--- config.mk ---
export PLATFORM = sky130hd
export DESIGN_NAME = mem_port_arbiter
export DESIGN_NICKNAME = d
export VERILOG_FILES = /design/src/rtl/mips_mem_pkg.sv /design/src/rtl/mem_lane_pack.sv /design/src/rtl/mem_port_arbiter.sv
export SDC_FILE = /design/constraint.sdc
export NUM_CORES = 1
export LEC_CHECK = 0
export ABC_AREA = 1
export BUFFER_PORTS_ARGS = -buffer_cell sky130_fd_sc_hd__clkbuf_2
export CORE_MARGIN = 5
export CORE_UTILIZATION = 35
export DETAILED_ROUTE_END_ITERATION = 8
export GPL_ROUTABILITY_DRIVEN = 0
export SETUP_SLACK_MARGIN = 0.2
export SYNTH_ARGS = -nofsm -noshare
export SYNTH_HDL_FRONTEND = slang
export SYNTH_SLANG_ARGS = --single-unit
--- constraint.sdc ---
create_clock -name clk -period 11.1 [get_ports clk]
set_clock_uncertainty 0.2 [all_clocks]
set_input_delay 2.22 -clock clk [delete_from_list [all_inputs] [get_ports clk]]
set_output_delay 2.22 -clock clk [all_outputs]
set_load 0.05 [all_outputs]
--- src/rtl/mips_mem_pkg.sv ---
// Shared types for the data-memory port: FSM states, requester ids and
// big-endian byte-lane geometry (lane 0 carries bits 31:24).
package mips_mem_pkg;

    typedef enum logic [1:0] {
        IDLE,
        ISSUE,
        WAIT,
        RESP
    } state_t;

    typedef enum logic {
        REQ_I,
        REQ_D
    } req_id_t;

    localparam int unsigned LANE_COUNT = 4;
    localparam int unsigned LANE_WIDTH = 8;

    function automatic int unsigned lane_lsb(input int unsigned lane);
        return (LANE_COUNT - 1 - lane) * LANE_WIDTH;
    endfunction

endpackage

--- src/rtl/mem_lane_pack.sv ---
// Combinational 32-bit word <-> big-endian byte-lane conversion; one
// direction packs write data, the other unpacks read data.
module mem_lane_pack
    import mips_mem_pkg::*;
(
    input  logic [31:0]                             word_in,
    output logic [0:LANE_COUNT-1][LANE_WIDTH-1:0]   lanes_out,
    input  logic [0:LANE_COUNT-1][LANE_WIDTH-1:0]   lanes_in,
    output logic [31:0]                             word_out
);

    for (genvar g = 0; g < LANE_COUNT; g++) begin : g_lane
        localparam int unsigned LSB = lane_lsb(g);
        assign lanes_out[g]                 = word_in[LSB +: LANE_WIDTH];
        assign word_out[LSB +: LANE_WIDTH]  = lanes_in[g];
    end

endmodule

--- src/rtl/mem_port_arbiter.sv ---
// Two-requester (fetch / load-store) arbiter for the single byte-lane memory
// port. Optional I anti-starvation counter: MEM_ARB_STARVE_GUARD_EN.
module mem_port_arbiter
    import mips_mem_pkg::*;
#(
    parameter int unsigned READ_LATENCY = 1,
    parameter int unsigned STARVE_LIMIT = 4
) (
    input  logic                                    clk,
    input  logic                                    rst_b,
    input  logic                                    halted,
    input  logic                                    i_req,
    input  logic [31:0]                             i_addr,
    output logic                                    i_ready,
    output logic                                    i_rvalid,
    output logic [31:0]                             i_rdata,
    input  logic                                    d_req,
    input  logic                                    d_we,
    input  logic [31:0]                             d_addr,
    input  logic [31:0]                             d_wdata,
    output logic                                    d_ready,
    output logic                                    d_rvalid,
    output logic [31:0]                             d_rdata,
    output logic [31:0]                             mem_addr,
    output logic                                    mem_write_en,
    output logic [0:LANE_COUNT-1][LANE_WIDTH-1:0]   mem_data_in,
    input  logic [0:LANE_COUNT-1][LANE_WIDTH-1:0]   mem_data_out,
    output logic                                    busy
);

    if (READ_LATENCY < 1 || READ_LATENCY > 7) begin : g_bad_latency
        $error("READ_LATENCY must be within 1..7");
    end
    if (STARVE_LIMIT < 1 || STARVE_LIMIT > 7) begin : g_bad_limit
        $error("STARVE_LIMIT must be within 1..7");
    end

    localparam logic [2:0] WAIT_LOAD = (READ_LATENCY > 1) ? 3'(READ_LATENCY - 2) : 3'd0;

    state_t                                 state, state_next;
    req_id_t                                owner;
    logic                                   store_q;
    logic [2:0]                             wait_cnt;
    logic                                   can_grant, grant_i, grant_d, force_i;
    logic [31:0]                            rd_word;
    logic [0:LANE_COUNT-1][LANE_WIDTH-1:0]  wr_lanes;
    logic                                   unused_addr_lsbs;

    assign unused_addr_lsbs = ^{i_addr[1:0], d_addr[1:0]};

    mem_lane_pack u_lane_pack (
        .word_in   (d_wdata),
        .lanes_out (wr_lanes),
        .lanes_in  (mem_data_out),
        .word_out  (rd_word)
    );

`ifdef MEM_ARB_STARVE_GUARD_EN
    logic [2:0] starve_cnt;

    // Once D has won STARVE_LIMIT times over a waiting I, the tie goes to I.
    assign force_i = (starve_cnt >= 3'(STARVE_LIMIT)) && i_req;

    always_ff @(posedge clk or posedge rst_b) begin
        if (rst_b) begin
            starve_cnt <= '0;
        end else if (grant_i) begin
            starve_cnt <= '0;
        end else if (grant_d && i_req) begin
            starve_cnt <= starve_cnt + 3'd1;
        end
    end
`else
    assign force_i = 1'b0;
`endif

    // Readies are gated by reset so every output reads 0 while it is held.
    assign can_grant = (state == IDLE) && !halted && !rst_b;
    assign grant_d   = can_grant && d_req && !force_i;
    assign grant_i   = can_grant && i_req && !grant_d;

    always_comb begin
        state_next = state;
        i_ready    = grant_i;
        d_ready    = grant_d;
        i_rvalid   = 1'b0;
        d_rvalid   = 1'b0;
        busy       = (state != IDLE);
        case (state)
            IDLE: begin
                if (grant_i || grant_d) begin
                    state_next = ISSUE;
                end
            end
            ISSUE: begin
                state_next = (READ_LATENCY > 1) ? WAIT : RESP;
            end
            WAIT: begin
                if (wait_cnt == '0) begin
                    state_next = RESP;
                end
            end
            RESP: begin
                state_next = IDLE;
                i_rvalid   = (owner == REQ_I);
                d_rvalid   = (owner == REQ_D);
            end
            default: begin
                state_next = IDLE;
            end
        endcase
    end

    always_ff @(posedge clk or posedge rst_b) begin
        if (rst_b) begin
            state        <= IDLE;
            owner        <= REQ_I;
            store_q      <= 1'b0;
            wait_cnt     <= '0;
            mem_addr     <= '0;
            mem_write_en <= 1'b0;
            mem_data_in  <= '0;
            i_rdata      <= '0;
            d_rdata      <= '0;
        end else begin
            state        <= state_next;
            mem_write_en <= 1'b0;
            mem_data_in  <= '0;
            if (grant_i || grant_d) begin
                owner    <= grant_d ? REQ_D : REQ_I;
                store_q  <= grant_d && d_we;
                mem_addr <= grant_d ? {d_addr[31:2], 2'b00} : {i_addr[31:2], 2'b00};
                if (grant_d && d_we) begin
                    mem_write_en <= 1'b1;
                    mem_data_in  <= wr_lanes;
                end
            end
            if (state == ISSUE) begin
                wait_cnt <= WAIT_LOAD;
            end else if (state == WAIT) begin
                wait_cnt <= wait_cnt - 3'd1;
            end
            // Read data is captured on the last cycle before RESP.
            if (state != RESP && state_next == RESP) begin
                if (owner == REQ_I) begin
                    i_rdata <= rd_word;
                end else begin
                    d_rdata <= store_q ? '0 : rd_word;
                end
            end
        end
    end

endmodule

==> summary.txt, run 1 <==
Synthesis
  • Synth Cell Area: 5620 sq um
  • Yosys cell types: 22
  • Sequential-to-total area share from yosys stat: 0.597
  • Yosys top cell area share: 0.597
  • Mean Syn Cell Area: ~8.5 sq um
  • Post-synth EDFFs: 0
  • Synth Register Bits: between 100 and 150
  • Syn. warnings: 0
  • Top cells by count, synth: 235 x nand2_1, 134 x dfrtp_1, 129 x nor2_1
  • Async SR Flop Fraction: 1.00
  • Top cells by area, synth: dfrtp_1 60%, nand2_1 16%, nor2_1 8.6%
  • Gate count of the mapped netlist: between 600 and 700
  • Top FF cell, synth: dfrtp_1
  • Most frequent cell after synthesis: nand2_1
  • Largest area contributor in the netlist: dfrtp_1

Critical path
  • R2R Path Start: state[0]$_DFF_PP0_
  • FF-to-FF setup slack: 8.59 ns
  • Crit-path cells: clkbuf_2 -> nor2_4 -> nand3_1 -> buf_4 -> inv_1 -> buf_4 -> clkbuf_2
  • Startpoint types: input port
  • WP buf/inv: 5
  • CP Launch Point: rst_b
  • Crit Path Category: input port to output pin
  • Critical Path Fanout Max: 32
  • Setup crit end kind: output pin
  • R2r endpoint: i_rdata[23]$_DFFE_PP0P_
  • Crit-path max cell delay: 0.35 ns
  • Dominant delay contributor by cell family on the critical path: buffers and inverters
  • Critical Path AT: 3.65 ns
  • Reg2reg path depth: 12
  • Worst path slowest cell: clkbuf_2
  • Worst EP required: between 8 and 9 ns

Layout
  • Share of cells above drive strength 1: 0.332
  • Layout fillers: between 1500 and 2000
  • Inserted Diodes: 0
  • Syn-to-layout area delta: 36.8%
  • Final #Nets: around 1100

Power
  • Max rail drop VDD: 0.150 mV
  • P_leak: 4.67 nW
  • PD cells: about 330 nW/um^2

Route
  • Post-route DRC violation count: 0
  • Final ANT Viol Nets: 0
  • Via count: between 4000 and 5000
  • Total wire length: 15700 um
  • Pre-antenna DRT Iters: 7
  • DR iter-0 viols: approximately 220
  • Wire per inst: around 14 um
  • Vias/cell: between 4 and 5

Clock tree
  • CTS tree: yes
  • H-Tree Level Count: 4
  • Reg clk slew, reported paths: 0.06 ns
  • Root buf cell: clkbuf_16
  • CTS Buffer Depth: 2
  • # Post-CTS Setup Buffers: 0
  • Skew-Pair Late Insertion Delay: 0.41 ns
  • Cts hold-fix bufs: 0
  • Cells resized by post-CTS repair: 0
  • CTS sink count: 134
  • TritonCTS Buffers: 17

Global route
  • Initial antenna violation count: 0
  • GRT Total Usage: 0.171
  • Largest net degree at the start of global routing: 69
  • Global-route wire length before repair: between 20000 and 25000 um
  • Number of global-route vias before repair: between 4000 and 5000
  • Global route overflow: 0

STA
  • Final Cycle Share: 0.547
  • RSZ-0062 raised after global routing: no
  • Worst-Margin Slew: between 0.8 and 0.9 ns
  • Slew Viols, Final: 0
  • Final count of hold timing violations: 0
  • Worst slew margin: 0.418
  • Fin Hold WS: about 0.28 ns
  • Setup violators final: 0
  • Peak Freq: about 0.16 GHz
  • Setup TNS: 0 ns
  • Crit path time final: 6.07 ns

Floorplan
  • Die X: ~140 um
  • Number of I/O pins: ~270
  • Die area: between 15000 and 20000 sq um
  • Site Rows: between 40 and 50
  • Die height: 137 um
  • Core area: 15800 sq um
  • Starting density of the core: 0.355

Min path
  • Hold Startpoint: i_rdata[7]$_DFFE_PP0P_
  • Hold Path End: i_rdata[7]$_DFFE_PP0P_
  • Worst hold path depth: 2
  • Worst Hold Class: register to register

Placement
  • Detail Placement HPWL: about 11000 um
  • Port bufs: around 260

Job
  • Max-Cap Viols: 0

Outcome
  • Outcome: finished, final reports clean
[how the worst max path moves through the flow]
stage                                   to  slack, ns  cells after the start
floorplan           d_rdata[0]$_DFFE_PP0P_       5.10                      1
global placement                   d_ready       4.99                      7
detailed placement                 d_ready       4.98                      7
CTS                                d_ready       4.98                      7
global route                       d_ready       4.93                      7
finish                             d_ready       5.03                      7
[layer usage]
metal	vias up	global-route usage	wire length, um
li1	2498	-	-
met1	2183	0.206	6520
met2	203	0.271	7110
met3	14	0.0794	1820
met4	0	0.0560	235
met5	-	0	0
[registers in the layout, indices dropped and copies added (netlist names), 2 cells and up]
register,flops
d_rdata,32
wait_cnt,3
state,2
mem_data_in,32
i_rdata,32
mem_addr,30
[where the power goes]
| part | switching (mW) | internal [mW] |
|---|---|---|
| Sequential | 0.0923 | 0.661 |
| Combinational | 0.933 | 0.271 |
| Clock | 0.217 | 0.335 |
| Total | 1.24 | 1.27 |
[metrics by stage]
step | instance area, sq um | utilization | worst slack, ns | cells | power (mW)
after floorplan | 5620 | - | 5.10 | 665 | 1.68
after global placement | 7110 | 0.449 | 4.99 | 1119 | 1.97
after detailed placement | 7110 | 0.449 | 4.98 | 1119 | 1.98
after CTS | 7680 | 0.485 | 4.98 | 1151 | 2.54
after global routing | 7680 | 0.485 | 4.93 | 1151 | 2.67
final | 7680 | 0.485 | 5.03 | 1151 | 2.51
[area by class of cell]
type / count / area, sq um / area share
sequential: 134 / 3350 / 0.436
timing repair buffer: 271 / 1380 / 0.180
tap: 216 / 270 / 0.0352
multi-input combinational: 418 / 1800 / 0.234
inverter: 80 / 305 / 0.0397
clock buffer: 19 / 443 / 0.0577
clock inverter: 13 / 133 / 0.0173
[logic make-up after synthesis]
group / count (synthesis) / share of synthesized area
XOR/XNOR: 1 / 0.00156
AND/OR/NAND/NOR: 374 / 0.255
adder cells (fa/ha/maj): 7 / 0.0156
other: 1 / 0.000668
buffers and inverters: 113 / 0.0836
flip-flops: 134 / 0.597
AO/OA/AOI/OAI: 34 / 0.0468
[worst reg2reg max path: stages (launching register included)]
cell and delay, ns:
dfrtp_1 0.40, inv_1 0.10, ha_1 0.22, inv_2 0.08, nor2_4 0.04, o211ai_4 0.06
buf_4 0.52, nand2_2 0.16, nand3_1 0.16, nor2_2 0.04, buf_4 0.24, nand2_1 0.12
nand2_1 0.06
[cells in the final DEF, fill, tap and decap left out, drive strengths merged, types with 3 or more instances in the layout]
master / synthesis / final
buf: 20 / 10
clkbuf: 13 / 280
clkinv: 0 / 7
clkinvlp: 0 / 4
dfrtp: 134 / 134
ha: 7 / 7
inv: 80 / 80
nand2: 236 / 236
nand3: 3 / 3
nor2: 132 / 132
o31ai: 30 / 30
Power figures use the tool's default switching activity.
==> run 2, diff against run 1 <==
Clock period 11.1 ns to 5.8 ns, I/O delays scaled along.
==> run 2 against run 1 <==
- sequential power up 95%
- wire length down 0.36%
- die area unchanged
- non-clock buffer count shrank 1
- cell count about the same
- clock power rose by 85%
- sequential share of layout area increased by 0.071 points
- utilization fell by 0.079 points
- cell area is 0.16% lower
- critical endpoint unchanged
==> summary.txt, run 2 (synthesis results as in run 1) <==
Power
  • Overall power: 4.76 mW
  • P_leak: ~4.7 nW
  • Sw Share: 0.495
  • Clock Power Share: 0.214
  • Sequential share of power: 0.309
  • Switch Pwr: ~2.4 mW
  • PD cells: 621 nW/um^2
  • Max rail drop VDD: about 0.26 mV
  • Gate power share: 0.477
  • Pint: between 2 and 2.5 mW

Critical path
  • Critical Path Fanout Max: 3
  • Crit path top cell by count: clkbuf_2
  • Crit-path cells: clkbuf_2 -> nor2_4 -> nand3_1 -> inv_1 -> clkbuf_2
  • Crit-path max cell delay: approximately 0.31 ns
  • Worst path slowest cell: clkbuf_2
  • Setup crit end kind: output pin
  • Startpoint types: input port
  • Crit Path Category: input port to output pin
  • Worst EP required: between 4 and 5 ns
  • Critical Path AT: around 2.1 ns

Clock tree
  • # Post-CTS Setup Buffers: 0
  • CTS Buffer Depth: 2
  • Reg clk slew, reported paths: around 0.050 ns
  • CTS tree: yes
  • Cells resized by post-CTS repair: 0
  • H-Tree Level Count: 4
  • TritonCTS Buffers: 17
  • Cts hold-fix bufs: 0
  • CTS sink count: roughly 130
  • Skew-Pair Late Insertion Delay: approximately 0.41 ns
  • Root buf cell: clkbuf_16

Layout
  • Final #Nets: 1062
  • Inserted Diodes: 0
  • Top flop regs: d_rdata x32, i_rdata x32, mem_data_in x32
  • Most frequent cells in the layout: 261 x clkbuf_2, 235 x nand2_1, 134 x dfrtp_1
  • Layout fillers: 1589
  • Sequential cell area: 3350 sq um
  • Post-Layout Cell Count: between 1000 and 1500
  • Share of cells above drive strength 1: 0.332
  • Leading cell type in the layout, fill and taps excluded: clkbuf_2
  • Syn-to-layout area delta: 36.6%
  • Multi-input logic area: roughly 1800 sq um

Route
  • Routed wl met3: 1740 um
  • Post-route DRC violation count: 0
  • Top Layer Used: met4
  • DR iter-0 viols: 168
  • Final ANT Viol Nets: 0
  • Pre-antenna DRT Iters: 4
  • Total wire length: 15600 um
  • Wire per inst: 13.6 um
  • Met1 WL: between 6000 and 7000 um
  • Via count: ~5000
  • Vias/cell: ~4.2
  • Met2 WL: around 7000 um

Floorplan
  • Number of I/O pins: ~270
  • Die height: 137 um
  • Core area: roughly 16000 sq um
  • Site Rows: 46
  • Die area: approximately 19000 sq um
  • Die X: ~140 um
  • Starting density of the core: 0.355

STA
  • Worst-Margin Slew: 1.21 ns
  • RSZ-0062 raised after global routing: no
  • Final Cycle Share: 0.595
  • Slew Viols, Final: 0
  • Crit path time final: about 3.4 ns
  • Worst slew margin: 0.190
  • Peak Freq: between 0.2 and 0.3 GHz
  • Setup TNS: 0 ns
  • Setup violators final: 0
  • Final count of hold timing violations: 0

Global route
  • Number of global-route vias before repair: approximately 4800
  • Global route overflow: 0
  • Initial antenna violation count: 0
  • Largest net degree at the start of global routing: 86
  • GRT Total Usage: 0.170
  • Global-route wire length before repair: roughly 25000 um

Outcome
  • Outcome: finished, final reports clean

Placement
  • Detail Placement HPWL: roughly 11000 um
  • Placed cell count: approximately 1100
  • Port bufs: between 200 and 300

Min path
  • Worst Hold Class: register to register

Job
  • Max-Cap Viols: 0
-- run 2: cell count changes in the layout (fill, tap and decap cells not counted), sizes merged --
cell | previous run | this run
buf | 10 | 9
bufinv | 2 | 1
clkinvlp | 4 | 6
clkbuf | 280 | 281
clkinv | 7 | 5
-- run 2: layout make-up --
type                            instances  area share
Timing Repair Buffer                  270       0.179
Clock inverter                         12      0.0135
Inverter                               80      0.0398
Tap cell                              216      0.0352
Clock buffer                           20      0.0608
Multi-Input combinational cell        418       0.234
Sequential cell                       134       0.437
-- run 2: final timing paths --
kind	to	cells after the start	from	slack (ns)
worst max-delay path	d_ready	5	rst_b	2.35
worst min-delay path	i_rdata[1]$_DFFE_PP0P_	2	i_rdata[1]$_DFFE_PP0P_	0.27
worst max register to register	mem_data_in[30]$_DFF_PP0_	10	state[0]$_DFF_PP0_	3.36
worst min register to register	i_rdata[1]$_DFFE_PP0P_	2	i_rdata[1]$_DFFE_PP0P_	0.27
max in group asynchronous	mem_addr[28]$_DFFE_PP0P_	3	rst_b	3.50
min in group asynchronous	mem_addr[25]$_DFFE_PP0P_	2	rst_b	0.71
-- run 2: critical path, delay by kind of cell --
family / cells / cell delay [ns]
buffers and inverters: 3 / 0.62
AND/OR/NAND/NOR: 2 / 0.30
-- run 2: power groups by stage --
| stage | logic [mW] | clock network, mW | registers [mW] |
|---|---|---|---|
| after global placement | 2.29 | 0 | 1.48 |
| after global routing | 2.46 | 1.10 | 1.52 |
| after CTS | 2.30 | 1.05 | 1.47 |
| after detailed placement | 2.31 | 0 | 1.48 |
| after floorplan | 0.749 | 0 | 2.47 |
| final | 2.27 | 1.02 | 1.47 |
-- run 2: stage by stage --
step	cell area, sq um	hold slack (ns)	setup slack [ns]	util
4_1_cts	7670	0.281	2.28	0.485
5_1_grt	7670	0.288	2.26	0.485
2_1_floorplan	5620	0.257	0.857	-
3_5_place_dp	7100	0.265	2.28	0.449
3_3_place_gp	7100	0.260	2.28	0.449
6_report	7670	0.272	2.35	0.485
-- run 2: per-layer routing --
layer,vias up,track usage
met5,-,0
met2,190,0.263
met4,0,0.0644
met3,20,0.0768
li1,2496,-
met1,2181,0.210
==> run 3, diff against run 2 <==
Settings changed: ABC_AREA 1 to 0, PLACE_DENSITY set to 0.65.
Clock period 5.8 ns to 3.1 ns, I/O delays scaled along.
==> run 3 against run 2 <==
- total power is 110% higher
- via count decreased by 17%
- critical path type is now register to output pin
- sequential cell count unchanged
==> summary.txt, run 3 <==
Clock tree
  • CTS sink count: 134
  • CTS tree: yes
  • H-Tree Level Count: 4
  • # Post-CTS Setup Buffers: 0
  • TritonCTS Buffers: 17
  • Root buf cell: clkbuf_16
  • CTS Buffer Depth: 2
  • Skew-Pair Late Insertion Delay: 0.40 ns
  • Cts hold-fix bufs: 0
  • Reg clk slew, reported paths: roughly 0.060 ns

Synthesis
  • Post-synth EDFFs: 0
  • Main combinational cell family by area after synthesis: multiplexers
  • Mean Syn Cell Area: ~14 sq um
  • Adder-cell share of the synthesized area: 0.0152
  • Compound-Gate Fraction of Synth Area: 0.0339
  • Yosys top cell area share: 0.582
  • Synth Register Bits: 134
  • Gate count of the mapped netlist: approximately 420
  • Yosys cell types: 28
  • Portion of netlist area occupied by mux cells: 0.216
  • Top cells by area, synth: dfrtp_1 58%, mux2_4 16%, mux2i_1 5.2%
  • Async SR Flop Fraction: 1.00
  • Most frequent cell after synthesis: dfrtp_1
  • Top cells by count, synth: 134 x dfrtp_1, 60 x mux2_4, 35 x nand2_1
  • Synth Cell Area: 5770 sq um
  • Sequential-to-total area share from yosys stat: 0.582
  • Syn. warnings: 0
  • Post-Synth XOR/XNOR Area: 0
  • Top FF cell, synth: dfrtp_1
  • Simple-gate share of the synthesized area: 0.117
  • Largest area contributor in the netlist: dfrtp_1

Route
  • Total wire length: roughly 14000 um
  • Via count: 4074
  • Pre-antenna DRT Iters: 4
  • Vias/cell: roughly 4.4
  • Wire per inst: 15.5 um
  • Post-route DRC violation count: 0
  • Final ANT Viol Nets: 0
  • DR iter-0 viols: 98

Floorplan
  • Core area: between 15000 and 20000 sq um
  • Die height: 138 um
  • Starting density of the core: 0.353
  • Number of I/O pins: roughly 270
  • Die X: 138 um
  • Site Rows: 47
  • Die area: between 15000 and 20000 sq um

Critical path
  • Worst EP required: roughly 2.3 ns
  • Critical Path Fanout Max: 5
  • Startpoint types: register
  • Crit Path Category: register to output pin
  • Reg2reg path depth: 7
  • Setup crit end kind: output pin
  • Critical Path AT: 1.95 ns

Global route
  • Global-route wire length before repair: ~23000 um
  • Global route overflow: 0
  • Number of global-route vias before repair: about 4400
  • Met2 Usage GRT: 0.243
  • Grt met1 use: 0.182
  • Largest net degree at the start of global routing: 62
  • Initial antenna violation count: 0
  • GRT Max-Usage Layer: met2
  • GRT Total Usage: 0.149
  • Met3 Use GR: 0.0632

STA
  • Final Cycle Share: 0.892
  • Setup violators final: 0
  • Crit path time final: 2.77 ns
  • Peak Freq: about 0.36 GHz
  • RSZ-0062 raised after global routing: no
  • Slew Viols, Final: 0
  • Worst slew margin: 0.424
  • Final count of hold timing violations: 0
  • Worst-Margin Slew: around 0.86 ns
  • Setup TNS: 0 ns

Job
  • Max-Cap Viols: 0

Layout
  • Final core occ: 0.482
  • Post-route design area: 7880 sq um
  • Final #Nets: 825
  • Inserted Diodes: 0
  • Syn-to-layout area delta: 36.7%
  • Leading cell type in the layout, fill and taps excluded: clkbuf_2
  • Top flop regs: d_rdata x32, i_rdata x32, mem_data_in x32
  • Share of cells above drive strength 1: 0.533
  • Most frequent cells in the layout: 260 x clkbuf_2, 134 x dfrtp_1, 60 x mux2_4

Power
  • Max rail drop VDD: between 0.5 and 0.6 mV
  • Pint: between 5 and 6 mW
  • P_leak: about 4.4 nW
  • Sequential share of power: 0.282
  • Sw Share: 0.455
  • Gate power share: 0.514
  • Clock Power Share: 0.204
  • Switch Pwr: 4.52 mW
  • PD cells: 1260 nW/um^2

Placement
  • Port bufs: 261
  • Detail Placement HPWL: around 11000 um
  • Area after DPL: 7290 sq um

Min path
  • Worst Hold Class: input port to asynchronous set/reset pin

Outcome
  • Outcome: finished, final reports clean
-- run 3: power by group through the flow --
stage | Sequential [mW] | Clock [mW] | Combinational [mW]
global placement | 2.80 | 0 | 5.07
floorplan | 4.89 | 0 | 1.99
finish | 2.81 | 2.02 | 5.11
CTS | 2.81 | 2.08 | 5.16
detailed placement | 2.82 | 0 | 5.15
global route | 2.89 | 2.17 | 5.36
-- run 3: critical path: stages, from the launching register on --
cell,delay [ns]
dfrtp_1,0.42
inv_1,0.12
ha_1,0.18
nor3b_4,0.33
and2_2,0.22
clkbuf_2,0.28
-- run 3: worst paths after layout --
| path | from | end | slack (ns) |
|---|---|---|---|
| min | rst_b | mem_addr[20]$_DFFE_PP0P_ | 0.21 |
| min reg2reg | store_q$_DFFE_PP0P_ | store_q$_DFFE_PP0P_ | 0.28 |
| min in group clk | d_addr[20] | mem_addr[20]$_DFFE_PP0P_ | 0.21 |
| max | state[0]$_DFF_PP0_ | d_ready | 0.33 |
| max reg2reg | state[0]$_DFF_PP0_ | i_rdata[3]$_DFFE_PP0P_ | 0.46 |
| max in group asynchronous | rst_b | mem_addr[18]$_DFFE_PP0P_ | 1.76 |
-- run 3: through the flow --
step	power, mW	hold slack (ns)	cells	setup WS (ns)
6_report	9.94	0.210	916	0.335
3_5_place_dp	7.97	0.272	885	0.405
5_1_grt	10.4	0.193	916	0.211
4_1_cts	10.0	0.193	916	0.305
2_1_floorplan	6.88	0.248	422	0.364
3_3_place_gp	7.86	0.263	885	0.436
-- run 3: layout make-up --
| class | instances | area, sq um |
|---|---|---|
| multi-input cells | 255 | 2210 |
| flip-flops and latches | 134 | 3350 |
| well taps | 220 | 275 |
| clock buffers | 19 | 443 |
| fillers | 1528 | 8470 |
| inverters | 8 | 33.8 |
| clock inverters | 12 | 154 |
| repair buffers | 268 | 1410 |
-- run 3: layer usage --
metal	part of all wire	wire length (um)
met4	0.015	214
met3	0.084	1190
met2	0.47	6700
met1	0.43	6050
met5	0	0
-- run 3: logic make-up after synthesis --
logic type / count (synthesis)
mux: 94
buf+inv: 33
simple gates: 115
fa+ha+maj: 7
other cells: 1
flops: 134
compound gates: 37
-- run 3: what timing repair did --
action | CTS | global route
resized for setup | 0 | 1
setup endpoints to repair | 0 | 1
endpoints found under the hold margin | 0 | 0
